$ cat config.mk
export PLATFORM = sky130hd
export DESIGN_NAME = array_west_injector_flat
export DESIGN_NICKNAME = d
export VERILOG_FILES = /design/src/rtl/sa_pkg.sv /design/src/rtl/array_west_injector_if.sv /design/src/rtl/sa_sync_fifo.sv /design/src/rtl/array_west_injector.sv /design/src/flat_wrapper.sv
export SDC_FILE = /design/constraint.sdc
export NUM_CORES = 1
export LEC_CHECK = 0
export ABC_AREA = 1
export CAP_MARGIN = 20
export CELL_PAD_IN_SITES_DETAIL_PLACEMENT = 1
export CELL_PAD_IN_SITES_GLOBAL_PLACEMENT = 2
export CORE_MARGIN = 8
export CORE_UTILIZATION = 40
export CTS_BUF_LIST = sky130_fd_sc_hd__clkbuf_16
export CTS_CLUSTER_DIAMETER = 40
export DETAILED_ROUTE_END_ITERATION = 10
export GPL_TIMING_DRIVEN = 0
export PLACE_DENSITY = 0.94
export SLEW_MARGIN = 30
export SYNTH_ARGS = -nofsm -noshare
export SYNTH_HDL_FRONTEND = slang
export SYNTH_SLANG_ARGS = --single-unit
$ cat constraint.sdc
create_clock -name clk -period 6.1 [get_ports clk]
set_clock_uncertainty 0.1 [all_clocks]
set_input_delay 1.22 -clock clk [delete_from_list [all_inputs] [get_ports clk]]
set_output_delay 1.22 -clock clk [all_outputs]
set_load 0.01 [all_outputs]
$ cat src/rtl/sa_pkg.sv
// Shared constants, opcodes and injector state encoding for the systolic-array west injector.
package sa_pkg;

    localparam int unsigned NUM_COLS  = 4;
    localparam int unsigned INSTR_BIT = 8;
    localparam int unsigned ACT_BIT   = 8;
    localparam int unsigned ACT_LEN_W = 16;

    typedef enum logic [1:0] {
        COMPARE_STORE              = 2'd0,
        MAC_REDUCE_SOUTH_BROADCAST = 2'd1,
        REDUCE_OFFSET_SEND         = 2'd2
    } opcode_e;

    typedef logic [2:0] inj_state_t;

    localparam logic [2:0] ST_IDLE        = 3'd0;
    localparam logic [2:0] ST_SEND_INSTR  = 3'd1;
    localparam logic [2:0] ST_SEND_CHANGE = 3'd2;
    localparam logic [2:0] ST_STREAM_ACT  = 3'd3;
    localparam logic [2:0] ST_FINISH      = 3'd4;

endpackage

$ cat src/rtl/array_west_injector_if.sv
// Host-side and east-side handshake bundle of the west injector.
interface array_west_injector_if #(
    parameter int unsigned NUM_COLS  = sa_pkg::NUM_COLS,
    parameter int unsigned INSTR_BIT = sa_pkg::INSTR_BIT,
    parameter int unsigned ACT_BIT   = sa_pkg::ACT_BIT
);

    logic [INSTR_BIT-1:0]         prog_instr;
    logic [NUM_COLS-1:0]          prog_mask;
    logic                         prog_valid;
    logic                         prog_ready;

    logic                         start;
    logic [sa_pkg::ACT_LEN_W-1:0] act_len;
    logic                         busy;
    logic                         done;

    logic [ACT_BIT-1:0]           host_act;
    logic                         host_act_valid;
    logic                         host_act_ready;

    logic [INSTR_BIT-1:0]         instr_e;
    logic [NUM_COLS-1:0]          instr_e_valid;
    logic                         instr_e_ready;

    logic                         change_e_instr;
    logic [NUM_COLS-1:0]          change_instr_e_valid;
    logic                         change_instr_e_ready;

    logic [ACT_BIT-1:0]           actout_e;
    logic [NUM_COLS-1:0]          actout_e_valid;
    logic                         actout_e_ready;

    // Injector side
    modport slave (
        input  prog_instr, prog_mask, prog_valid,
        output prog_ready,
        input  start, act_len,
        output busy, done,
        input  host_act, host_act_valid,
        output host_act_ready,
        output instr_e, instr_e_valid,
        input  instr_e_ready,
        output change_e_instr, change_instr_e_valid,
        input  change_instr_e_ready,
        output actout_e, actout_e_valid,
        input  actout_e_ready
    );

    // Host / array side
    modport master (
        output prog_instr, prog_mask, prog_valid,
        input  prog_ready,
        output start, act_len,
        input  busy, done,
        output host_act, host_act_valid,
        input  host_act_ready,
        input  instr_e, instr_e_valid,
        output instr_e_ready,
        input  change_e_instr, change_instr_e_valid,
        output change_instr_e_ready,
        input  actout_e, actout_e_valid,
        output actout_e_ready
    );

endinterface

$ cat src/rtl/sa_sync_fifo.sv
// Single-clock FIFO with wrap-bit pointers; a pop on a full FIFO frees the slot for a same-cycle push.
module sa_sync_fifo #(
    parameter int unsigned WIDTH = 12,
    parameter int unsigned DEPTH = 8
) (
    input  logic             clk,
    input  logic             rst,
    input  logic             i_push,
    input  logic [WIDTH-1:0] i_wdata,
    input  logic             i_pop,
    output logic [WIDTH-1:0] o_rdata,
    output logic             o_full,
    output logic             o_empty
);

    localparam int unsigned AW = $clog2(DEPTH);
    localparam int unsigned PW = AW + 1;

    logic [WIDTH-1:0] r_mem [DEPTH];
    logic [PW-1:0]    r_wr_ptr;
    logic [PW-1:0]    r_rd_ptr;
    logic             w_pop_ok;
    logic             w_push_ok;

    assign o_empty   = (r_wr_ptr == r_rd_ptr);
    assign o_full    = (r_wr_ptr[AW] != r_rd_ptr[AW]) && (r_wr_ptr[AW-1:0] == r_rd_ptr[AW-1:0]);
    assign w_pop_ok  = i_pop & ~o_empty;
    assign w_push_ok = i_push & (~o_full | w_pop_ok);
    assign o_rdata   = r_mem[r_rd_ptr[AW-1:0]];

    always_ff @(posedge clk or posedge rst) begin
        if (rst) begin
            r_wr_ptr <= '0;
            r_rd_ptr <= '0;
        end else begin
            r_wr_ptr <= r_wr_ptr + PW'(w_push_ok);
            r_rd_ptr <= r_rd_ptr + PW'(w_pop_ok);
        end
    end

    // Storage needs no reset: pointers define which entries are live.
    always_ff @(posedge clk) begin
        if (w_push_ok) begin
            r_mem[r_wr_ptr[AW-1:0]] <= i_wdata;
        end
    end

endmodule

$ cat src/rtl/array_west_injector.sv
// West-edge injector: replays buffered program words east, issues a change token, then streams activations.
module array_west_injector #(
    parameter int unsigned NUM_COLS   = sa_pkg::NUM_COLS,
    parameter int unsigned INSTR_BIT  = sa_pkg::INSTR_BIT,
    parameter int unsigned ACT_BIT    = sa_pkg::ACT_BIT,
    parameter int unsigned PROG_DEPTH = 8
) (
    input  logic                  clk,
    input  logic                  rst,
    array_west_injector_if.slave  bus
);

    import sa_pkg::*;

    localparam int unsigned PW = INSTR_BIT + NUM_COLS;
    localparam int unsigned LW = ACT_LEN_W;

    inj_state_t           r_state;
    inj_state_t           w_state_nxt;

    logic [PW-1:0]        w_head;
    logic [INSTR_BIT-1:0] w_head_instr;
    logic [NUM_COLS-1:0]  w_head_mask;
    logic                 w_fifo_full;
    logic                 w_fifo_empty;
    logic                 w_load_instr;

    logic [INSTR_BIT-1:0] r_instr;
    logic [NUM_COLS-1:0]  r_instr_valid;
    logic [NUM_COLS-1:0]  r_mask_or;
    logic                 r_change;
    logic [NUM_COLS-1:0]  r_change_valid;
    logic [ACT_BIT-1:0]   r_act;
    logic [NUM_COLS-1:0]  r_act_valid;
    logic [LW-1:0]        r_len;
    logic [LW-1:0]        r_cnt;
    logic [LW-1:0]        r_acc;
    logic [LW-1:0]        w_cnt_nxt;
    logic                 r_busy;
    logic                 r_done;

    logic                 w_instr_fire;
    logic                 w_slot_free;
    logic                 w_change_fire;
    logic                 w_act_fire;
    logic                 w_host_ready;
    logic                 w_host_fire;

    sa_sync_fifo #(
        .WIDTH (PW),
        .DEPTH (PROG_DEPTH)
    ) u_prog_fifo (
        .clk     (clk),
        .rst     (rst),
        .i_push  (bus.prog_valid),
        .i_wdata ({bus.prog_mask, bus.prog_instr}),
        .i_pop   (w_load_instr),
        .o_rdata (w_head),
        .o_full  (w_fifo_full),
        .o_empty (w_fifo_empty)
    );

    assign w_head_instr  = w_head[INSTR_BIT-1:0];
    assign w_head_mask   = w_head[PW-1:INSTR_BIT];

    assign w_instr_fire  = (|r_instr_valid) & bus.instr_e_ready;
    assign w_slot_free   = ~(|r_instr_valid) | bus.instr_e_ready;
    assign w_change_fire = r_change & bus.change_instr_e_ready;
    assign w_act_fire    = (|r_act_valid) & bus.actout_e_ready;
    // Never accept more activations than the run asked for.
    assign w_host_ready  = (r_state == ST_STREAM_ACT) & (~(|r_act_valid) | bus.actout_e_ready)
                         & (r_acc < r_len);
    assign w_host_fire   = w_host_ready & bus.host_act_valid;
    assign w_cnt_nxt     = r_cnt + LW'(w_act_fire);

    always_ff @(posedge clk or posedge rst) begin
        if (rst) begin
            r_state <= ST_IDLE;
        end else begin
            r_state <= w_state_nxt;
        end
    end

    // Next state; the change token is only raised once the instruction slot has drained.
    always_comb begin
        w_state_nxt  = r_state;
        w_load_instr = 1'b0;
        case (r_state)
            ST_IDLE: begin
                if (bus.start) begin
                    w_state_nxt = ST_SEND_INSTR;
                end
            end
            ST_SEND_INSTR: begin
                if (w_slot_free) begin
                    if (!w_fifo_empty) begin
                        w_load_instr = 1'b1;
                    end else begin
                        w_state_nxt = ST_SEND_CHANGE;
                    end
                end
            end
            ST_SEND_CHANGE: begin
                if (w_change_fire) begin
                    w_state_nxt = ST_STREAM_ACT;
                end
            end
            ST_STREAM_ACT: begin
                if (w_cnt_nxt == r_len) begin
                    w_state_nxt = ST_FINISH;
                end
            end
            ST_FINISH: begin
                w_state_nxt = ST_IDLE;
            end
            default: begin
                w_state_nxt = ST_IDLE;
            end
        endcase
    end

    always_ff @(posedge clk or posedge rst) begin
        if (rst) begin
            r_instr        <= '0;
            r_instr_valid  <= '0;
            r_mask_or      <= '0;
            r_change       <= 1'b0;
            r_change_valid <= '0;
            r_act          <= '0;
            r_act_valid    <= '0;
            r_len          <= '0;
            r_cnt          <= '0;
            r_acc          <= '0;
            r_busy         <= 1'b0;
            r_done         <= 1'b0;
        end else begin
            if ((r_state == ST_IDLE) && bus.start) begin
                r_len     <= bus.act_len;
                r_cnt     <= '0;
                r_acc     <= '0;
                r_mask_or <= '0;
                r_busy    <= 1'b1;
            end

            if (w_load_instr) begin
                r_instr       <= w_head_instr;
                r_instr_valid <= w_head_mask;
                r_mask_or     <= r_mask_or | w_head_mask;
            end else if (w_instr_fire) begin
                r_instr_valid <= '0;
            end

            if ((r_state == ST_SEND_INSTR) && (w_state_nxt == ST_SEND_CHANGE)) begin
                r_change       <= 1'b1;
                r_change_valid <= r_mask_or;
            end else if ((r_state == ST_SEND_CHANGE) && w_change_fire) begin
                r_change       <= 1'b0;
                r_change_valid <= '0;
            end

            if (w_host_fire) begin
                r_act       <= bus.host_act;
                r_act_valid <= '1;
                r_acc       <= r_acc + LW'(1);
            end else if (w_act_fire) begin
                r_act_valid <= '0;
            end

            if (r_state == ST_STREAM_ACT) begin
                r_cnt <= w_cnt_nxt;
            end

            r_done <= (r_state == ST_STREAM_ACT) && (w_state_nxt == ST_FINISH);

            if (r_state == ST_FINISH) begin
                r_busy <= 1'b0;
            end
        end
    end

    assign bus.prog_ready           = ~w_fifo_full;
    assign bus.busy                 = r_busy;
    assign bus.done                 = r_done;
    assign bus.host_act_ready       = w_host_ready;
    assign bus.instr_e              = r_instr;
    assign bus.instr_e_valid        = r_instr_valid;
    assign bus.change_e_instr       = r_change;
    assign bus.change_instr_e_valid = r_change_valid;
    assign bus.actout_e             = r_act;
    assign bus.actout_e_valid       = r_act_valid;

endmodule

$ cat src/flat_wrapper.sv
// flat-port wrapper written by rule: the top's interface ports become plain ports
module array_west_injector_flat import sa_pkg::*;
#(
    parameter int unsigned NUM_COLS   = sa_pkg::NUM_COLS,
    parameter int unsigned INSTR_BIT  = sa_pkg::INSTR_BIT,
    parameter int unsigned ACT_BIT    = sa_pkg::ACT_BIT,
    parameter int unsigned PROG_DEPTH = 8
)
  (clk, rst, bus_prog_instr, bus_prog_mask, bus_prog_valid, bus_prog_ready, bus_start, bus_act_len, bus_busy, bus_done, bus_host_act, bus_host_act_valid, bus_host_act_ready, bus_instr_e, bus_instr_e_valid, bus_instr_e_ready, bus_change_e_instr, bus_change_instr_e_valid, bus_change_instr_e_ready, bus_actout_e, bus_actout_e_valid, bus_actout_e_ready);
  array_west_injector_if #(.NUM_COLS(NUM_COLS), .INSTR_BIT(INSTR_BIT), .ACT_BIT(ACT_BIT)) bus_i ();
  input  logic clk;
  input  logic rst;
  input wire logic [$bits(bus_i.prog_instr)-1:0] bus_prog_instr;
  input wire logic [$bits(bus_i.prog_mask)-1:0] bus_prog_mask;
  input wire logic [$bits(bus_i.prog_valid)-1:0] bus_prog_valid;
  output wire logic [$bits(bus_i.prog_ready)-1:0] bus_prog_ready;
  input wire logic [$bits(bus_i.start)-1:0] bus_start;
  input wire logic [$bits(bus_i.act_len)-1:0] bus_act_len;
  output wire logic [$bits(bus_i.busy)-1:0] bus_busy;
  output wire logic [$bits(bus_i.done)-1:0] bus_done;
  input wire logic [$bits(bus_i.host_act)-1:0] bus_host_act;
  input wire logic [$bits(bus_i.host_act_valid)-1:0] bus_host_act_valid;
  output wire logic [$bits(bus_i.host_act_ready)-1:0] bus_host_act_ready;
  output wire logic [$bits(bus_i.instr_e)-1:0] bus_instr_e;
  output wire logic [$bits(bus_i.instr_e_valid)-1:0] bus_instr_e_valid;
  input wire logic [$bits(bus_i.instr_e_ready)-1:0] bus_instr_e_ready;
  output wire logic [$bits(bus_i.change_e_instr)-1:0] bus_change_e_instr;
  output wire logic [$bits(bus_i.change_instr_e_valid)-1:0] bus_change_instr_e_valid;
  input wire logic [$bits(bus_i.change_instr_e_ready)-1:0] bus_change_instr_e_ready;
  output wire logic [$bits(bus_i.actout_e)-1:0] bus_actout_e;
  output wire logic [$bits(bus_i.actout_e_valid)-1:0] bus_actout_e_valid;
  input wire logic [$bits(bus_i.actout_e_ready)-1:0] bus_actout_e_ready;
  assign bus_i.prog_instr = bus_prog_instr;
  assign bus_i.prog_mask = bus_prog_mask;
  assign bus_i.prog_valid = bus_prog_valid;
  assign bus_prog_ready = bus_i.prog_ready;
  assign bus_i.start = bus_start;
  assign bus_i.act_len = bus_act_len;
  assign bus_busy = bus_i.busy;
  assign bus_done = bus_i.done;
  assign bus_i.host_act = bus_host_act;
  assign bus_i.host_act_valid = bus_host_act_valid;
  assign bus_host_act_ready = bus_i.host_act_ready;
  assign bus_instr_e = bus_i.instr_e;
  assign bus_instr_e_valid = bus_i.instr_e_valid;
  assign bus_i.instr_e_ready = bus_instr_e_ready;
  assign bus_change_e_instr = bus_i.change_e_instr;
  assign bus_change_instr_e_valid = bus_i.change_instr_e_valid;
  assign bus_i.change_instr_e_ready = bus_change_instr_e_ready;
  assign bus_actout_e = bus_i.actout_e;
  assign bus_actout_e_valid = bus_i.actout_e_valid;
  assign bus_i.actout_e_ready = bus_actout_e_ready;
  array_west_injector #(.NUM_COLS(NUM_COLS), .INSTR_BIT(INSTR_BIT), .ACT_BIT(ACT_BIT), .PROG_DEPTH(PROG_DEPTH)) u_core (.clk(clk), .rst(rst), .bus(bus_i));
endmodule
==> impl_metrics.csv, run 1 <==
group,metric,value,unit
grt,gr-usage-met3,4.29,%
placed_design,place_worst_setup_slack,1.90,ns
routing,wl,26.0,mm
placed_design,port_buffers,75,
die,die_w,164,µm
synthesis,yosysTopAreaCellShare,32.9,%
setup_path,slowest_delay,0.55,ns
setup_path,path_common_cell,"clkdlybuf4s50_1",
clock_tree,cts_sinks,187,
die,row_count,54,
setup_path,worstPathCellList,"clkdlybuf4s50_1 -> nor2_1 -> nor2_4 -> and3_1 -> clkdlybuf4s50_1",
setup_path,cp_slowest_cell,"clkdlybuf4s50_1",
placed_design,routabilityCongestion,0.836,
grt,first_global_vias,7423,
power,irDropWorstVdd,0.218,mV
die,top_level_ports,77,
sta,hold_violations,0,
synthesis,postSynthAreaPerCell,9.69,µm²
grt,grt_remaining_overflow,0,
sta,finalSetupTns,0,ns
placed_design,placed_area,9930,µm²
synthesis,yosys.area_share.simple,21.2,%
job,drv_cap,0,
setup_path,critPathKind,"input port to primary output",
sta,fin_worst_hold_slack,0.390,ns
synthesis,synthTopCellsByCount,"nand2_1, nor2_1, edfxtp_1",
cells_and_area,drive_above_1_share,7.59,%
cells_and_area,stdcell_count,1294,
cells_and_area,diodes,0,
power,total_power,4.84,mW
setup_path,cp.required,4.78,ns
cells_and_area,multi_input_area,3160,µm²
setup_path,path_delay_family,"buffers and inverters",
sta,period_share,68.4,%
routing,drc,0,
routing,drt-wirelength-per-cell,20.1,µm
sta,fin_crit,4.17,ns
min_path,whs_path_depth,2,
synthesis,synth_area_leaders,"edfxtp_1, dfrtp_1, nand2_1",
sta,fmax,240,MHz
synthesis,synthAdderAreaFrac,3.28,%
die,die_h,164,µm
cells_and_area,final_cell_area,10600,µm²
die,die_area,26900,µm²
routing,vias,7007,
cells_and_area,post-route-util,48.8,%
sta,maxSlewViolCount,0,
synthesis,synthDistinctLibCells,36,
synthesis,ys_warn_count,0,
grt,grt_use_total,20.1,%
synthesis,synth_top_family_by_area,"simple AND/OR/NAND/NOR gates",
cells_and_area,seq_area,5160,µm²
setup_path,worstPathMaxFanout,9,
clock_tree,holdBufCountCts,0,
grt,grtUsageMet2,32.9,%
synthesis,synth_area_leader_cell,"edfxtp_1",
synthesis,syn-instance-count,906,
power,power.density,457,nW/µm²
grt,grt_pass1_wl,41.6,mm
synthesis,syn_nets,973,
clock_tree,cts_buffers,17,
synthesis,synth-xor-area-share,2.65,%
synthesis,async_flop_share,48.7,%
setup_path,worstPathArrival,2.85,ns
setup_path,critical_path_depth,5,
synthesis,synthMostInstantiatedCell,"nand2_1",
synthesis,ys_seq_area_share,58.8,%
setup_path,r2r_cells,10,
power,p_leak,4.40,nW
synthesis,netlist_area,8770,µm²
clock_tree,clk_pin_slew_worst_paths,0.09,ns
routing,routed_via_density,5.41,
grt,grt_use_met1,26.1,%
synthesis,synth_compound_area_share,8.64,%
synthesis,synth_mux_area_share,0,%
sta,fin_ws,1.93,ns
sta,setup_viol,0,
grt,antenna_found_initial,0,
placed_design,place_inst,1262,
grt,grt-busiest-layer,"met2",
setup_path,startpoint_type,"input port",
setup_path,critPathBufInv,2,
clock_tree,root_buffer,"clkbuf_16",
clock_tree,cts_buffer_depth,2,
placed_design,place.detailed.hpwl,17.9,mm
die,core-area,21700,µm²
sta,slew_headroom,37.0,%
routing,antenna_left,0,
clock_tree,post_cts_resized,0,
grt,grt_max_degree,55,
min_path,min_path_type,"flop to flop",
run_status,status,"finished, final reports clean",
sta,rsz0062_at_grt,"false",
routing,drt-initial-drc-count,421,
clock_tree,htree_levels,4,
routing,drtPass1Iterations,5,
clock_tree,clock_latency,0.46,ns
cells_and_area,nNetsFinal,1068,
setup_path,worst_setup_path_end_kind,"primary output",
sta,worst_pin_slew,0.944,ns
synthesis,synth_flop_cell,"edfxtp_1",
clock_tree,cts_setup_buffers,0,
cells_and_area,area_delta_synth_final,20.5,%
die,initial_core_util,40.5,%
synthesis,synth_edf_count,96,
clock_tree,cts_tree,"built",
synthesis,ys_seq_elements,187,
cells_and_area,n_fill_cell,2434,
[final timing paths]
kind,from,to,slack (ns)
max,bus_actout_e_ready,bus_host_act_ready,1.93
min reg2reg,u_core.bus.actout_e[4],u_core.bus.actout_e[4],0.39
max reg2reg,u_core.u_prog_fifo.r_rd_ptr[0],u_core.u_prog_fifo.r_mem[2][8],3.32
min,u_core.bus.actout_e[4],u_core.bus.actout_e[4],0.39
max in group asynchronous,rst,u_core.r_len[10],4.17
min in group asynchronous,rst,u_core.bus.actout_e[6],1.08
[tightest hold or removal path: stages, from the launching register on]
cell	delay, ns
dfrtp_1	0.35
nand2_1	0.05
o21ai_0	0.06
[power by group]
group / internal (mW) / switching (mW) / leakage [nW] / total [mW]
Clock: 0.587 / 0.638 / 0.311 / 1.22
Combinational: 0.622 / 1.18 / 2.05 / 1.81
Sequential: 1.64 / 0.169 / 2.04 / 1.80
Total: 2.84 / 1.99 / 4.40 / 4.84
[state kept, by name, summed over array words and instances (netlist names)]
name / count
u_core.u_prog_fifo.r_rd_ptr: 4
u_core.r_mask_or: 4
u_core.u_prog_fifo.r_wr_ptr: 4
u_core.bus.actout_e: 8
u_core.bus.busy: 1
u_core.bus.actout_e_valid: 1
u_core.r_acc: 16
u_core.r_len: 16
u_core.r_state: 3
u_core.u_prog_fifo.r_mem: 96
u_core.bus.instr_e: 8
u_core.r_cnt: 16
u_core.bus.instr_e_valid: 4
u_core.bus.change_instr_e_valid: 4
u_core.bus.done: 1
u_core.bus.change_e_instr: 1
[cells in the final DEF (no fill, tap or decap), types with 3 or more instances in the layout]
master and instances:
nor2_1 109, xnor2_1 9, inv_12 9, clkdlybuf4s50_1 75, buf_2 11, nand2_1 184
buf_4 4, nor2_4 6, a21oi_1 12, clkinv_8 3, ha_1 23, inv_6 3
clkbuf_1 22, o22ai_1 6, nand3_1 75, a31oi_1 9, xor2_1 15, o21ai_0 70
edfxtp_1 96, o21ai_1 3, clkbuf_16 17, nor3_1 5, nand4_1 28, dfrtp_1 91
o32ai_1 24, nor2_2 10, inv_1 75
[kinds of logic after synthesis]
family / count (synthesis)
and+or+nand+nor: 426
DFF: 187
AOI/OAI and AO/OA: 127
buffers and inverters: 118
xor gates and xnor gates: 25
adders and majority gates: 23
[final cells by class]
class | count | area share, %
sequential | 187 | 48.8
inverter | 79 | 2.85
multi-input combinational | 601 | 29.9
timing repair buffer | 76 | 7.36
buffer | 39 | 1.67
clock inverter | 15 | 2.12
tap | 280 | 3.31
clock buffer | 17 | 4.02
[layer usage]
metal | vias up | wire length, µm
met4 | 0 | 496
met1 | 3505 | 11400
li1 | 3287 | -
met3 | 36 | 1400
met2 | 179 | 12700
met5 | - | 0
No activity file was read; power rests on OpenSTA's default activity.
==> run 2: changes to the inputs <==
--- a/config.mk
+++ b/config.mk
@@ -10,12 +10,12 @@
 export CELL_PAD_IN_SITES_DETAIL_PLACEMENT = 1
 export CELL_PAD_IN_SITES_GLOBAL_PLACEMENT = 2
 export CORE_MARGIN = 8
-export CORE_UTILIZATION = 40
+export CORE_UTILIZATION = 33
 export CTS_BUF_LIST = sky130_fd_sc_hd__clkbuf_16
 export CTS_CLUSTER_DIAMETER = 40
 export DETAILED_ROUTE_END_ITERATION = 10
 export GPL_TIMING_DRIVEN = 0
-export PLACE_DENSITY = 0.94
+export PLACE_DENSITY = 0.84
 export SLEW_MARGIN = 30
 export SYNTH_ARGS = -nofsm -noshare
 export SYNTH_HDL_FRONTEND = slang
==> constraint.sdc (replaced) <==
create_clock -name clk -period 3.6 [get_ports clk]
set_clock_uncertainty 0.1 [all_clocks]
set_input_delay 0.72 -clock clk [delete_from_list [all_inputs] [get_ports clk]]
set_output_delay 0.72 -clock clk [all_outputs]
set_load 0.01 [all_outputs]
==> run 2 against run 1 <==
  * Clock-buffer cell count unchanged
  * Utilization fell by 7.8 points
  * Setup slack worse by 1.6 ns
  * Sequential power increased by 69%
  * Cell count grew 4.4%
  * Sequential share of layout area is 0.45 points lower
  * Flip-flop and latch count unchanged
  * First-iteration DRC count rose by 25%
  * Cell area is 0.93% higher
  * Via count fell by 2.2%
  * Critical path type is now flop to primary output
  * Highest routed layer unchanged
==> impl_metrics.csv, run 2 (same netlist as run 1, synthesis figures left out) <==
group,metric,value,unit
run_status,status,"finished, final reports clean",
clock_tree,cts_buffer_depth,2,
grt,grt_pass1_wl,40.6,mm
clock_tree,cts_tree,"built",
die,top_level_ports,77,
clock_tree,holdBufCountCts,0,
clock_tree,clock_latency,0.45,ns
setup_path,path_delay_family,"simple AND/OR/NAND/NOR gates",
setup_path,slowest_delay,0.49,ns
clock_tree,post_cts_resized,0,
power,p_leak,4.42,nW
power,irDropWorstVdd,0.461,mV
grt,grt_use_total,16.4,%
clock_tree,htree_levels,4,
clock_tree,cts_buffers,17,
grt,grt_remaining_overflow,0,
setup_path,regToRegEndpoint,"u_core.u_prog_fifo.r_mem[0][3]",
placed_design,placed_area,10000,µm²
routing,drtPass1Iterations,4,
cells_and_area,final_cell_area,10700,µm²
setup_path,timing.rr.start,"u_core.u_prog_fifo.r_wr_ptr[1]",
placed_design,place_inst,1319,
die,die_h,179,µm
die,initial_core_util,33.7,%
sta,hold_violations,0,
sta,slew_headroom,38.3,%
sta,maxSlewViolCount,0,
clock_tree,clk_pin_slew_worst_paths,0.08,ns
setup_path,worst_setup_path_end_kind,"primary output",
die,core-area,26100,µm²
routing,drt-wirelength-per-cell,19.0,µm
sta,worst_pin_slew,0.925,ns
setup_path,critical_path_depth,9,
routing,drt-initial-drc-count,527,
grt,grt_max_degree,50,
grt,grtUsageMet2,27.6,%
routing,antenna_left,0,
cells_and_area,diodes,0,
setup_path,crit_end,"bus_host_act_ready",
cells_and_area,largest_reg_flops,96,
clock_tree,cts_setup_buffers,0,
grt,grt_use_met1,21.1,%
clock_tree,cts_sinks,187,
setup_path,ff2ff_setup_slack,0.83,ns
min_path,min_path_type,"flop to flop",
power,power.density,766,nW/µm²
sta,rsz0062_at_grt,"false",
cells_and_area,drive_above_1_share,7.78,%
die,die_w,179,µm
sta,fmax,301,MHz
setup_path,cp_slowest_cell,"clkdlybuf4s50_1",
cells_and_area,n_fill_cell,3012,
cells_and_area,area_delta_synth_final,21.7,%
routing,drc,0,
die,die_area,32100,µm²
setup_path,worstPathArrival,2.50,ns
setup_path,worstPathCellList,"inv_1 -> ha_1 -> nand2_1 -> inv_1 -> nand3_1 -> nor3_1 -> nand2_1 -> and3_1 -> clkdlybuf4s50_1",
setup_path,critPathKind,"flop to primary output",
grt,grt-busiest-layer,"met2",
setup_path,critPathBufInv,3,
cells_and_area,final_common_cell,"nand2_1",
sta,setup_viol,0,
routing,wl,25.7,mm
cells_and_area,final_cell_mix,"nand2_1, nor2_1, edfxtp_1",
sta,fin_crit,3.32,ns
setup_path,startpoint_type,"flop",
clock_tree,root_buffer,"clkbuf_16",
setup_path,crit_start,"u_core.r_len[15]",
placed_design,port_buffers,75,
job,drv_cap,0,
grt,antenna_found_initial,0,
cells_and_area,seq_area,5160,µm²
setup_path,worstPathMaxFanout,3,
cells_and_area,nNetsFinal,1070,
cells_and_area,stdcell_count,1351,
cells_and_area,multi_input_area,3160,µm²
sta,period_share,92.2,%
setup_path,r2r_cells,10,
grt,gr-usage-met3,3.05,%
die,row_count,59,
placed_design,routabilityCongestion,0.780,
routing,routed_via_density,5.07,
placed_design,place.detailed.hpwl,17.3,mm
setup_path,cp.required,2.78,ns
grt,first_global_vias,7349,
routing,vias,6850,
## run 2: cell type report
cell class | count | share of cell area, %
sequential | 187 | 48.3
multi-input combinational | 601 | 29.6
timing repair buffer | 78 | 7.50
clock buffer | 17 | 3.98
tap | 335 | 3.93
inverter | 79 | 2.82
clock inverter | 15 | 2.17
buffer | 39 | 1.65
## run 2: per-stage QoR
step / TNS [ns] / setup WS [ns] / util [%] / hold slack (ns) / power, mW
final: 0 / 0.281 / 41.0 / 0.392 / 8.18
after detailed placement: 0 / 0.224 / 38.5 / 0.376 / 6.14
after floorplan: 0 / 0.416 / - / 0.364 / 4.85
after CTS: 0 / 0.237 / 41.0 / 0.398 / 8.27
after global routing: 0 / 0.109 / 41.0 / 0.408 / 8.70
after global placement: -154.45 / -1.56 / 38.2 / 0.367 / 6.02
## run 2: worst min-delay path by stage
stage	start	endpoint	slack, ns	cells after the start
floorplan	u_core.u_prog_fifo.r_wr_ptr[3]	u_core.u_prog_fifo.r_wr_ptr[3]	0.36	1
global placement	u_core.bus.actout_e[4]	u_core.bus.actout_e[4]	0.37	2
detailed placement	u_core.bus.actout_e[6]	u_core.bus.actout_e[6]	0.38	2
CTS	u_core.bus.actout_e[5]	u_core.bus.actout_e[5]	0.40	2
global route	u_core.u_prog_fifo.r_wr_ptr[3]	u_core.u_prog_fifo.r_wr_ptr[3]	0.41	1
finish	u_core.bus.actout_e[5]	u_core.bus.actout_e[5]	0.39	2
## run 2: power breakdown
part           internal [mW]  switching [mW]
Combinational           1.06            1.97
Sequential              2.77           0.284
Clock                   1.00            1.09
Total                   4.83            3.34
## run 2: worst register-to-register path: stages, from the launching register on
cell,delay [ns]
dfrtp_1,0.49
xor2_1,0.18
nor2_1,0.08
nand2_1,0.06
nor2_1,0.07
or2_1,0.26
inv_2,0.10
nor2_1,0.07
nor2_4,0.14
nand2_2,0.13
nor2_2,0.72
## run 2: routing by layer
| metal | part of all wire (%) | up-vias |
|---|---|---|
| met3 | 4.1 | 35 |
| li1 | - | 3279 |
| met4 | 1.8 | 0 |
| met2 | 49 | 144 |
| met1 | 45 | 3392 |
| met5 | 0 | - |
==> run 3: changes to the inputs <==
--- a/config.mk
+++ b/config.mk
@@ -11,7 +11,6 @@
 export CELL_PAD_IN_SITES_GLOBAL_PLACEMENT = 2
 export CORE_MARGIN = 8
 export CORE_UTILIZATION = 33
-export CTS_BUF_LIST = sky130_fd_sc_hd__clkbuf_16
 export CTS_CLUSTER_DIAMETER = 40
 export DETAILED_ROUTE_END_ITERATION = 10
 export GPL_TIMING_DRIVEN = 0
==> results of run 3 <==
Same layout as run 2: the final DEF is identical, and so are final timing and power.
